## config.mk

```make
export PLATFORM = sky130hd
export DESIGN_NAME = led_blink_arbiter
export DESIGN_NICKNAME = d
export VERILOG_FILES = /design/src/rtl/led_blink_arbiter.sv
export SDC_FILE = /design/constraint.sdc
export NUM_CORES = 1
export LEC_CHECK = 0
export CAP_MARGIN = 30
export CELL_PAD_IN_SITES_DETAIL_PLACEMENT = 1
export CELL_PAD_IN_SITES_GLOBAL_PLACEMENT = 1
export CORE_AREA = 3 3 67 69
export CTS_CLUSTER_DIAMETER = 40
export DETAILED_ROUTE_END_ITERATION = 16
export DIE_AREA = 0 0 70 72
export MAX_ROUTING_LAYER = met4
export PLACE_DENSITY_LB_ADDON = 0.1
export SLEW_MARGIN = 30
export SYNTH_ARGS = -nofsm -noshare
export SYNTH_HDL_FRONTEND = slang
export SYNTH_SLANG_ARGS = --single-unit
```

## constraint.sdc

```tcl
create_clock -name clk -period 3.3 [get_ports clk]
set_clock_uncertainty 0.1 [all_clocks]
set_input_delay 0.33 -clock clk [delete_from_list [all_inputs] [get_ports clk]]
set_output_delay 0.33 -clock clk [all_outputs]
set_load 0.1 [all_outputs]
```

## src/rtl/led_blink_arbiter.sv

```systemverilog
// led_blink_arbiter: round-robin owner of the single board LED.
// Each granted requester gets its blink code played as N timed on/off
// pulses followed by a dark gap; the code runs to completion before the
// next arbitration.
module led_blink_arbiter #(
  parameter int DIV       = 1000,  // clk cycles per tick
  parameter int ON_TICKS  = 2,     // ticks high per blink
  parameter int OFF_TICKS = 2,     // ticks low between blinks
  parameter int GAP_TICKS = 6,     // ticks low after the last blink
  parameter int NREQ      = 4,     // number of requesters
  parameter int CW        = 4      // blink-count field width
) (
  input  logic                 clk,
  input  logic                 rst,
  input  logic [NREQ-1:0]      req,
  input  logic [NREQ*CW-1:0]   count,
  output logic                 led,
  output logic [NREQ-1:0]      grant,
  output logic                 busy,
  output logic                 done
);

  typedef enum logic [1:0] {IDLE, ON, OFF, GAP} state_t;

  // Longest phase sets the tick counter width; prescaler holds DIV-1.
  localparam int TMAX = (ON_TICKS > OFF_TICKS)
                        ? ((ON_TICKS > GAP_TICKS) ? ON_TICKS : GAP_TICKS)
                        : ((OFF_TICKS > GAP_TICKS) ? OFF_TICKS : GAP_TICKS);
  localparam int TW = (TMAX > 1) ? $clog2(TMAX) : 1;
  localparam int PW = (DIV > 1) ? $clog2(DIV) : 1;
  localparam int LW = $clog2(NREQ);

  localparam logic [PW-1:0] PRE_LAST = PW'(DIV - 1);
  localparam logic [TW-1:0] ON_LAST  = TW'(ON_TICKS - 1);
  localparam logic [TW-1:0] OFF_LAST = TW'(OFF_TICKS - 1);
  localparam logic [TW-1:0] GAP_LAST = TW'(GAP_TICKS - 1);
  localparam logic [LW-1:0] LAST_RST = LW'(NREQ - 1);

  state_t          state, state_n;
  logic [PW-1:0]   pre, pre_n;
  logic [TW-1:0]   tcnt, tcnt_n;
  logic [CW-1:0]   rem, rem_n;
  logic [LW-1:0]   last, last_n;
  logic [NREQ-1:0] grant_n;
  logic            led_n, done_n;
  logic            tick;
  logic            found;
  logic [LW-1:0]   pick;

  assign tick = (pre == PRE_LAST);
  assign busy = |grant;

  // Round-robin pick: first asserted request scanning from last+1 upward.
  always_comb begin
    // NOTE: every signal driven here gets a default first, so no path
    // through the block can leave it holding a value (which would be a latch).
    found = 1'b0;
    pick  = last;
    for (int i = 1; i <= NREQ; i++) begin
      if (!found && req[(int'(last) + i) % NREQ]) begin
        found = 1'b1;
        pick  = LW'((int'(last) + i) % NREQ);
      end
    end
  end

  // Next-state, phase timing and next output values.
  always_comb begin
    state_n = state;
    pre_n   = pre;
    tcnt_n  = tcnt;
    rem_n   = rem;
    last_n  = last;
    grant_n = grant;
    done_n  = 1'b0;

    case (state)
      IDLE: begin
        if (found) begin
          grant_n = NREQ'(1) << pick;
          last_n  = pick;
          rem_n   = count[int'(pick)*CW +: CW];
          // A zero-length code skips straight to the dark gap.
          state_n = (count[int'(pick)*CW +: CW] != '0) ? ON : GAP;
        end
      end
      ON: begin
        if (tick && tcnt == ON_LAST) begin
          rem_n   = rem - CW'(1);
          state_n = (rem == CW'(1)) ? GAP : OFF;
        end
      end
      OFF: begin
        if (tick && tcnt == OFF_LAST) state_n = ON;
      end
      GAP: begin
        if (tick && tcnt == GAP_LAST) begin
          state_n = IDLE;
          grant_n = '0;
          done_n  = 1'b1;
        end
      end
      default: state_n = IDLE;
    endcase

    // Prescaler and tick counter restart on every state entry.
    if (state_n != state) begin
      pre_n  = '0;
      tcnt_n = '0;
    end else if (state != IDLE) begin
      if (tick) begin
        pre_n  = '0;
        tcnt_n = tcnt + TW'(1);
      end else begin
        pre_n  = pre + PW'(1);
      end
    end

    // LED follows the ON state exactly, registered with it.
    led_n = (state_n == ON);
  end

  // State and output registers; reset drops any code in progress.
  always_ff @(posedge clk or posedge rst) begin
    if (rst) begin
      state <= IDLE;
      pre   <= '0;
      tcnt  <= '0;
      rem   <= '0;
      last  <= LAST_RST;
      grant <= '0;
      led   <= 1'b0;
      done  <= 1'b0;
    end else begin
      // NOTE: non-blocking assignments so every register samples the
      // pre-edge values regardless of statement order.
      state <= state_n;
      pre   <= pre_n;
      tcnt  <= tcnt_n;
      rem   <= rem_n;
      last  <= last_n;
      grant <= grant_n;
      led   <= led_n;
      done  <= done_n;
    end
  end

endmodule
```

# Yosys cells after proc, flatten, opt, wreduce, memory -nomap -nowiden
# Index checks and enable logic that the tools add are counted.
# word_totals
word_cells	102
out_inout_bits	7
in_bits	22
reg_bits	27
# op_classes
add_sub_neg	7
n_mux	41
n_reduce_logical	24
n_bitwise	4
n_eq_ne	12
n_lt_le_gt_ge	4
shifts	2
# op_table
operator	n
$mux 10	3
$mux 2	9
$lt 3x4->1 const B	4
$mux 4	4
$pmux 4 s2	2
$shiftx 16x5->4	1
$mux 1	15
$add 10x1->10 const B	1
$eq 10x10->1 const B	1
$reduce_bool 2->1	5
$mux 3	3
$bmux 1 s2	4
$pmux 2 s4	1
$reduce_or 2->1	4
$ne 2x2->1 const B	3
$reduce_and 3->1	2
$logic_and 1x1->1	5
$add 2x1->2 const B	2
$add 2x2->2 const B	2
$and 1x1->1 const A	4
$eq 2x1->1 const B	2
$eq 2x2->1 const B	2
$eq 4x1->1 const B	1
$reduce_and 2->1	2
10 further kinds	12

# Longest topological paths before layout
# Gate-level depths: netlist (run 1).
# depth
word_depth	24
ltp_mapped	7

# Worst setup path before layout (run 1)
# Ideal clock, no wire load.
# synth_path
path_kind	reg-to-output
start	register grant[3]
end	output port busy
slack_ns	1.054
path_buffers	0
stages_incl_launch_ff	2
t_arrival_ns	1.816
cell_sequence	dfrtp_1 -> or4_1
# synth_via
elab_chain_len	1
# synth_lines
element	line_no	rtl
start, declared	18	output logic [NREQ-1:0] grant,
start signal, assigned	142	grant <= grant_n;
$reduce_or 4->1	51	assign busy = |grant;
end, declared	19	output logic busy,
# No other way between the ends.

# Final worst setup path (run 1)
# Ends and elaborated chain as after synthesis.

==> results of run 1 <==
## placed cells by master (no fill, tap or decap), types with 5 or more instances in the layout
cell type and count:
mux2i_1 10, o21ai_0 9, nand2_1 15, nand3_1 6, dfrtp_1 25, xor2_1 8, inv_1 6, clkdlybuf4s50_1 28
nor2_1 21, ha_1 5, nand2b_1 5
## cell usage after synthesis, drive strengths merged (3+ instances only)
cell and instances:
xor2 8, nand4 4, nand3 6, clkbuf 5, o21ai 10, nor2 21
inv 7, ha 5, and3 3, a21oi 3, or3 3, nand2b 6
and2 3, a21o 3, o22ai 3, mux2i 10, nand2 15, dfrtp 25
nor3 5
## sequential cells by signal (all words and copies together), names as in the netlist
name,flops
last,2
grant,4
state,2
led,1
pre,10
done,1
rem,4
tcnt,3
## path summary, 6_finish.rpt
| path | start | to | cells after the start |
|---|---|---|---|
| max | grant[3] | busy | 2 |
| min | rst | pre[9] | 2 |
| max reg2reg | last[0] | rem[0] | 6 |
| min reg2reg | tcnt[0] | tcnt[0] | 1 |
| max in group asynchronous | rst | pre[8] | 2 |
| min in group clk | tcnt[0] | tcnt[0] | 1 |
## logic make-up (layout without fill, tap and decap cells)
logic type               Yosys count  in the layout
adder cells (fa/ha/maj)            5              5
multiplexers                      12             12
XOR/XNOR                          10             10
AND/OR/NAND/NOR                   78             78
buffers and inverters             14             40
AO/OA/AOI/OAI                     34             34
flip-flops                        27             27
## stage by stage
step                      instances  total power, mW  setup WS [ns]  utilization, %  cell area, µm²
final                           256           0.7043         0.6662           51.45            2043
after floorplan                 180           0.4660          1.054               -            1684
after global routing            256           0.7427         0.6072           51.45            2043
after detailed placement        252           0.5203         0.5919           50.32            1998
after global placement          252           0.5138         0.5875           50.19            1993
after CTS                       256           0.7107         0.6528           51.45            2043
## worst reg2reg max path: cells and delay by family, from the launching register on
family,cells,cell delay [ns]
compound gates,2,0.46
simple gates,2,0.76
flops,1,0.57
mux,2,0.45
## layer usage
layer / part of all wire, % / up-vias / track usage (%)
li1: - / 690 / -
met3: 1.9 / 2 / 3.601
met1: 47 / 709 / 25.04
met5: 0 / - / -
met2: 51 / 12 / 32.42
met4: 0.45 / 0 / 2.553
## power by group
part	leakage (nW)	switching (mW)	internal (mW)	total, mW
clock network	0.0228	0.105	0.0866	0.191
registers	0.337	0.0122	0.342	0.354
logic	0.528	0.0931	0.0658	0.159
total	0.888	0.210	0.494	0.704
## area by class of cell
type | count | area [µm²]
flip-flops and latches | 27 | 678.2
multi-input cells | 139 | 943.4
clock buffers | 4 | 45.04
well taps | 50 | 62.56
repair buffers | 29 | 287.8
fillers | 463 | 1928
inverters | 7 | 26.28
==> metrics.csv, run 1 <==
metric,value,unit
r2r setup slk,0.85,ns
worst-skew pair later-pin latency,0.28,ns
CP peak stage delay,0.99,ns
initial antenna violation count,0,
number of synthesized register bits,27,
max-cap violation count,0,
Hold/Removal Path Class,input port to async pin,
HPWL Detailed,3452,µm
postcts setup bufs,0,
Synth Area in Compound Gates,14.34,%
Worst slew margin,34.32,%
Initial DRT Pass Iterations,4,
ANT nets after route,0,
vias in the first global route,1588,
initial core utilization,42.41,%
cts bufs inserted,3,
Worst VDD drop,0.2151,mV
Critical Path AT,2.20,ns
"EDFF count, synth",0,
largest cells by area after synthesis,"dfrtp_1 (37%), mux2i_1 (5.9%), nor2_1 (4.7%)",
Total GRT Usage,19.27,%
largest net degree at the start of global routing,28,
outcome,completed,
Startpoint Class,flop,
post-synthesis mux area share,7.281,%
Die Wd,70,µm
core area,0.003971,mm²
Layout area overhead,21.32,%
PwrDens,344.7,mW/mm²
final worst-path cycle share,79.81,%
top-area cell type share of the netlist area,37.15,%
Post-Synth Simple-Gate Area,25.19,%
Critical Path End Type,output pin,
# rows,23,
Post-Synth XOR/XNOR Area,5.201,%
Ant. Diodes,0,
RSZ-0062 raised after global routing,no,
Gate Count Post-Synth,180,
Final Hold Viols,0,
PostCTS Resize Cnt,0,
Root Buffer,clkbuf_8,
vias per inst,5.520,
"Top FF cell, synth",dfrtp_1,
Final GP Congestion,0.8147,
fraction of layout cells with a size suffix above 1,7.282,%
Top Ports,29,
Mapped Area,0.001684,mm²
slowest CP cell,clkdlybuf4s50_1,
Final nets,234,
H-tree depth,1,
Final Max Tran Viols,0,
Post-synth ARST share,100.0,%
worst path cell trace,or4_1 > clkdlybuf4s50_1,
Worst Tran Pin Value,0.9821,ns
initial DRC count,104,
fin crit period,2.634,ns
Fin Setup TNS,0,ns
count of cell types in the netlist,51,
Routed WL per cell,17.20,µm
DRC,0,
final setup violation count,0,
crit path kind,flop to output pin,
largest family of logic cells by synthesized area,simple AND/OR/NAND/NOR gates,
gr ovfl total,0,
Buffers on Ports,28,
register area share after synthesis,40.27,%
leak pwr,0.8876,nW
Syn. warnings,0,
syn nets,207,
CP max FO,3,
syn_area_per_cell,9.356,µm²
final hold slack,0.3413,ns
clock sinks,27,
largest area contributor in the netlist,dfrtp_1,
clk slew on worst S/H paths,0.10,ns
final WL,4403,µm
WP buf/inv,1,
critical path data required time,2.87,ns
Clock Path Buffers,2,
# hold bufs at CTS,0,
family with the most delay on the worst path,buffers and inverters,
full die area,0.005040,mm²
fmax,379.7,MHz
via count,1413,
CTS tree,built,
Synth Area in Adders,3.715,%
die height,72,µm
first-pass GRT wire length,7672,µm
Power figures use the tool's default switching activity.
==> run 2: changes to the inputs <==
CORE_AREA = 3 3 73 75   (was 3 3 67 69)
DIE_AREA = 0 0 76 78   (was 0 0 70 72)
clock period = 2.2 ns   (was 3.3 ns; I/O delays follow)
==> run 2 against run 1 <==
Net effect: first-iteration DRC count is 29% lower; cell count is 14% higher; register-to-register slack worse by 0.82 ns; setup slack worse by 0.63 ns; routed wire length is 0.82% higher; count of clock-buffer cells in the layout is 1 lower; critical path depth is 4 higher; sequential power is 50% higher; combinational power is 67% higher; sequential cell count stayed put; critical endpoint is now led.
==> metrics.csv, run 2 (synthesis results as in run 1) <==
metric,value,unit,change
Critical Path AT,2.24,ns,was 2.20 ns
Final Hold Viols,0,,unchanged
most frequent cells in the layout,"buf_4 (26), dfrtp_1 (25), nor2_1 (21), clkdlybuf4s50_1 (21), nand2_1 (15)",,"was clkdlybuf4s50_1 (28), dfrtp_1 (25), nor2_1 (21)"
Critical Path End Type,flop,,was output pin
Layout area overhead,31.35,%,was 21.32%
H-tree depth,1,,unchanged
core area,0.004723,mm²,was 0.003971 mm²
Reg2Reg Depth,6,,unchanged
worst-skew pair later-pin latency,0.27,ns,was 0.28 ns
Clock Path Buffers,2,,unchanged
Placed Cells,287,,was 252
Final Non-Filler Cells,292,,was 256
fraction of layout cells with a size suffix above 1,19.56,%,was 7.282%
Worst VDD drop,0.2496,mV,was 0.2151 mV
RSZ-0062 raised after global routing,yes,,was no
clock sinks,27,,unchanged
cts bufs inserted,3,,unchanged
first-pass GRT wire length,7783,µm,was 7672 µm
fin crit period,2.168,ns,
Initial DRT Pass Iterations,4,,unchanged
vias in the first global route,1678,,was 1588
final WL,4439,µm,was 4403 µm
postcts setup bufs,0,,unchanged
critical path data required time,2.27,ns,was 2.87 ns
worst path cell trace,nand2b_2 > a21oi_2 > or2_1 > or3_1 > a311o_1 > o31a_1,,was or4_1 > clkdlybuf4s50_1
leak pwr,0.9968,nW,was 0.8876 nW
Top Ports,29,,unchanged
HPWL Detailed,3528,µm,was 3452 µm
Hold/Removal Path Class,input port to async pin,,unchanged
Final Max Tran Viols,0,,unchanged
Layout fillers,560,,was 463
ANT nets after route,0,,unchanged
PwrDens,489.5,mW/mm²,was 344.7 mW/mm²
Worst R2R Start,last[0],,unchanged
"commonest non-fill, non-tap cell in the layout",buf_4,,was clkdlybuf4s50_1
Total GRT Usage,16.44,%,was 19.27%
Worst Tran Pin Value,0.5512,ns,was 0.9821 ns
Reg with most FFs,pre,,unchanged
initial antenna violation count,0,,unchanged
via count,1479,,was 1413
CP max FO,4,,was 3
crit path kind,flop to flop,,was flop to output pin
family with the most delay on the worst path,simple AND/OR/NAND/NOR gates,,was buffers and inverters
DRC,0,,unchanged
CTS tree,built,,unchanged
Ant. Diodes,0,,unchanged
Largest regs,"pre x10, grant x4, rem x4",,unchanged
WP buf/inv,0,,was 1
Final GP Congestion,0.7808,,was 0.8147
Die Wd,76,µm,was 70 µm
Largest register FFs,10,,unchanged
vias per inst,5.065,,was 5.520
Root Buffer,clkbuf_8,,unchanged
worst setup path start,last[0],,was grant[3]
initial DRC count,74,,was 104
r2r setup slk,0.03,ns,was 0.85 ns
Startpoint Class,flop,,unchanged
die height,78,µm,was 72 µm
final hold slack,0.2185,ns,was 0.3413 ns
CP peak stage delay,0.55,ns,was 0.99 ns
max-cap violation count,0,,unchanged
full die area,0.005928,mm²,was 0.005040 mm²
# rows,25,,was 23
outcome,completed,,unchanged
FF-to-FF End,led,,was rem[0]
clk slew on worst S/H paths,0.09,ns,was 0.10 ns
largest net degree at the start of global routing,28,,unchanged
final setup violation count,0,,unchanged
gr ovfl total,0,,unchanged
Routed WL per cell,15.20,µm,was 17.20 µm
fmax,461.2,MHz,
final worst-path cycle share,98.55,%,
initial core utilization,35.66,%,was 42.41%
slowest CP cell,dfstp_2,,was clkdlybuf4s50_1
Worst slew margin,62.95,%,was 34.32%
Final nets,253,,was 234
Buffers on Ports,28,,unchanged
==> run 2: cell count changes in the layout (fill, tap and decap cells not counted), sizes merged <==
cell / before / now
buf: 1 / 26
clkbuf: 4 / 3
clkinv: 0 / 1
and3: 3 / 4
clkdlybuf4s50: 28 / 21
==> run 2: worst min-delay path, cell delays in order <==
cell             delay, ns
clkdlybuf4s50_1       0.40
inv_1                 0.05
buf_4                 0.34
==> run 2: power breakdown <==
group          switching (mW)  internal [mW]  total, mW
registers              0.0180          0.513      0.531
logic                   0.148          0.117      0.265
clock network           0.160          0.127      0.288
==> run 2: timing repair <==
item / 4_1_cts / 5_1_grt
gates resized for setup: 1 / 6
gates cloned: 0 / 1
hold buffers: 0 / 0
setup endpoints to repair: 5 / 5
pin swaps: 0 / 2
==> run 2: cell type report <==
type	count	area [µm²]	area share, %
Timing Repair Buffer	47	405.4	18.33
Multi-Input combinational cell	140	972.2	43.95
Clock buffer	3	41.29	1.867
Tap cell	67	83.83	3.790
Sequential cell	27	678.2	30.66
Clock inverter	1	5.005	0.2262
Inverter	7	26.28	1.188
==> run 2: through the flow <==
| stage | setup WS [ns] | instance area [µm²] | power [mW] | setup TNS [ns] | util [%] |
|---|---|---|---|---|---|
| 6_report | 0.03183 | 2212 | 1.083 | 0 | 46.83 |
| 5_1_grt | -0.03997 | 2212 | 1.151 | -0.06572 | 46.83 |
| 3_5_place_dp | -0.2984 | 2132 | 0.7987 | -1.571 | 45.14 |
| 2_1_floorplan | 0.06439 | 1684 | 0.6989 | 0 | - |
| 3_3_place_gp | -0.1784 | 2132 | 0.7900 | -0.9083 | 45.14 |
| 4_1_cts | 0.007103 | 2180 | 1.096 | 0 | 46.15 |
==> run 2: routing by layer <==
layer / up-vias / wire length [µm] / track usage, %
met5: - / 0 / -
met4: 0 / 47 / 4.891
met3: 4 / 87 / 2.204
met2: 11 / 2322 / 28.90
met1: 733 / 1981 / 19.75
li1: 731 / - / -
==> run 2: worst max path at each step <==
stage               endpoint  slack (ns)  cells past startpoint
floorplan               busy        0.06                      1
global placement      rem[2]       -0.18                      7
detailed placement    rem[2]       -0.30                      7
CTS                   rem[2]       0.007                      6
global route             led       -0.04                      6
finish                   led        0.03                      6
==> run 3: changes to the inputs <==
SLEW_MARGIN = 20   (was 30)
==> results of run 3 <==
Final layout, timing and power as in run 2 (identical DEF).
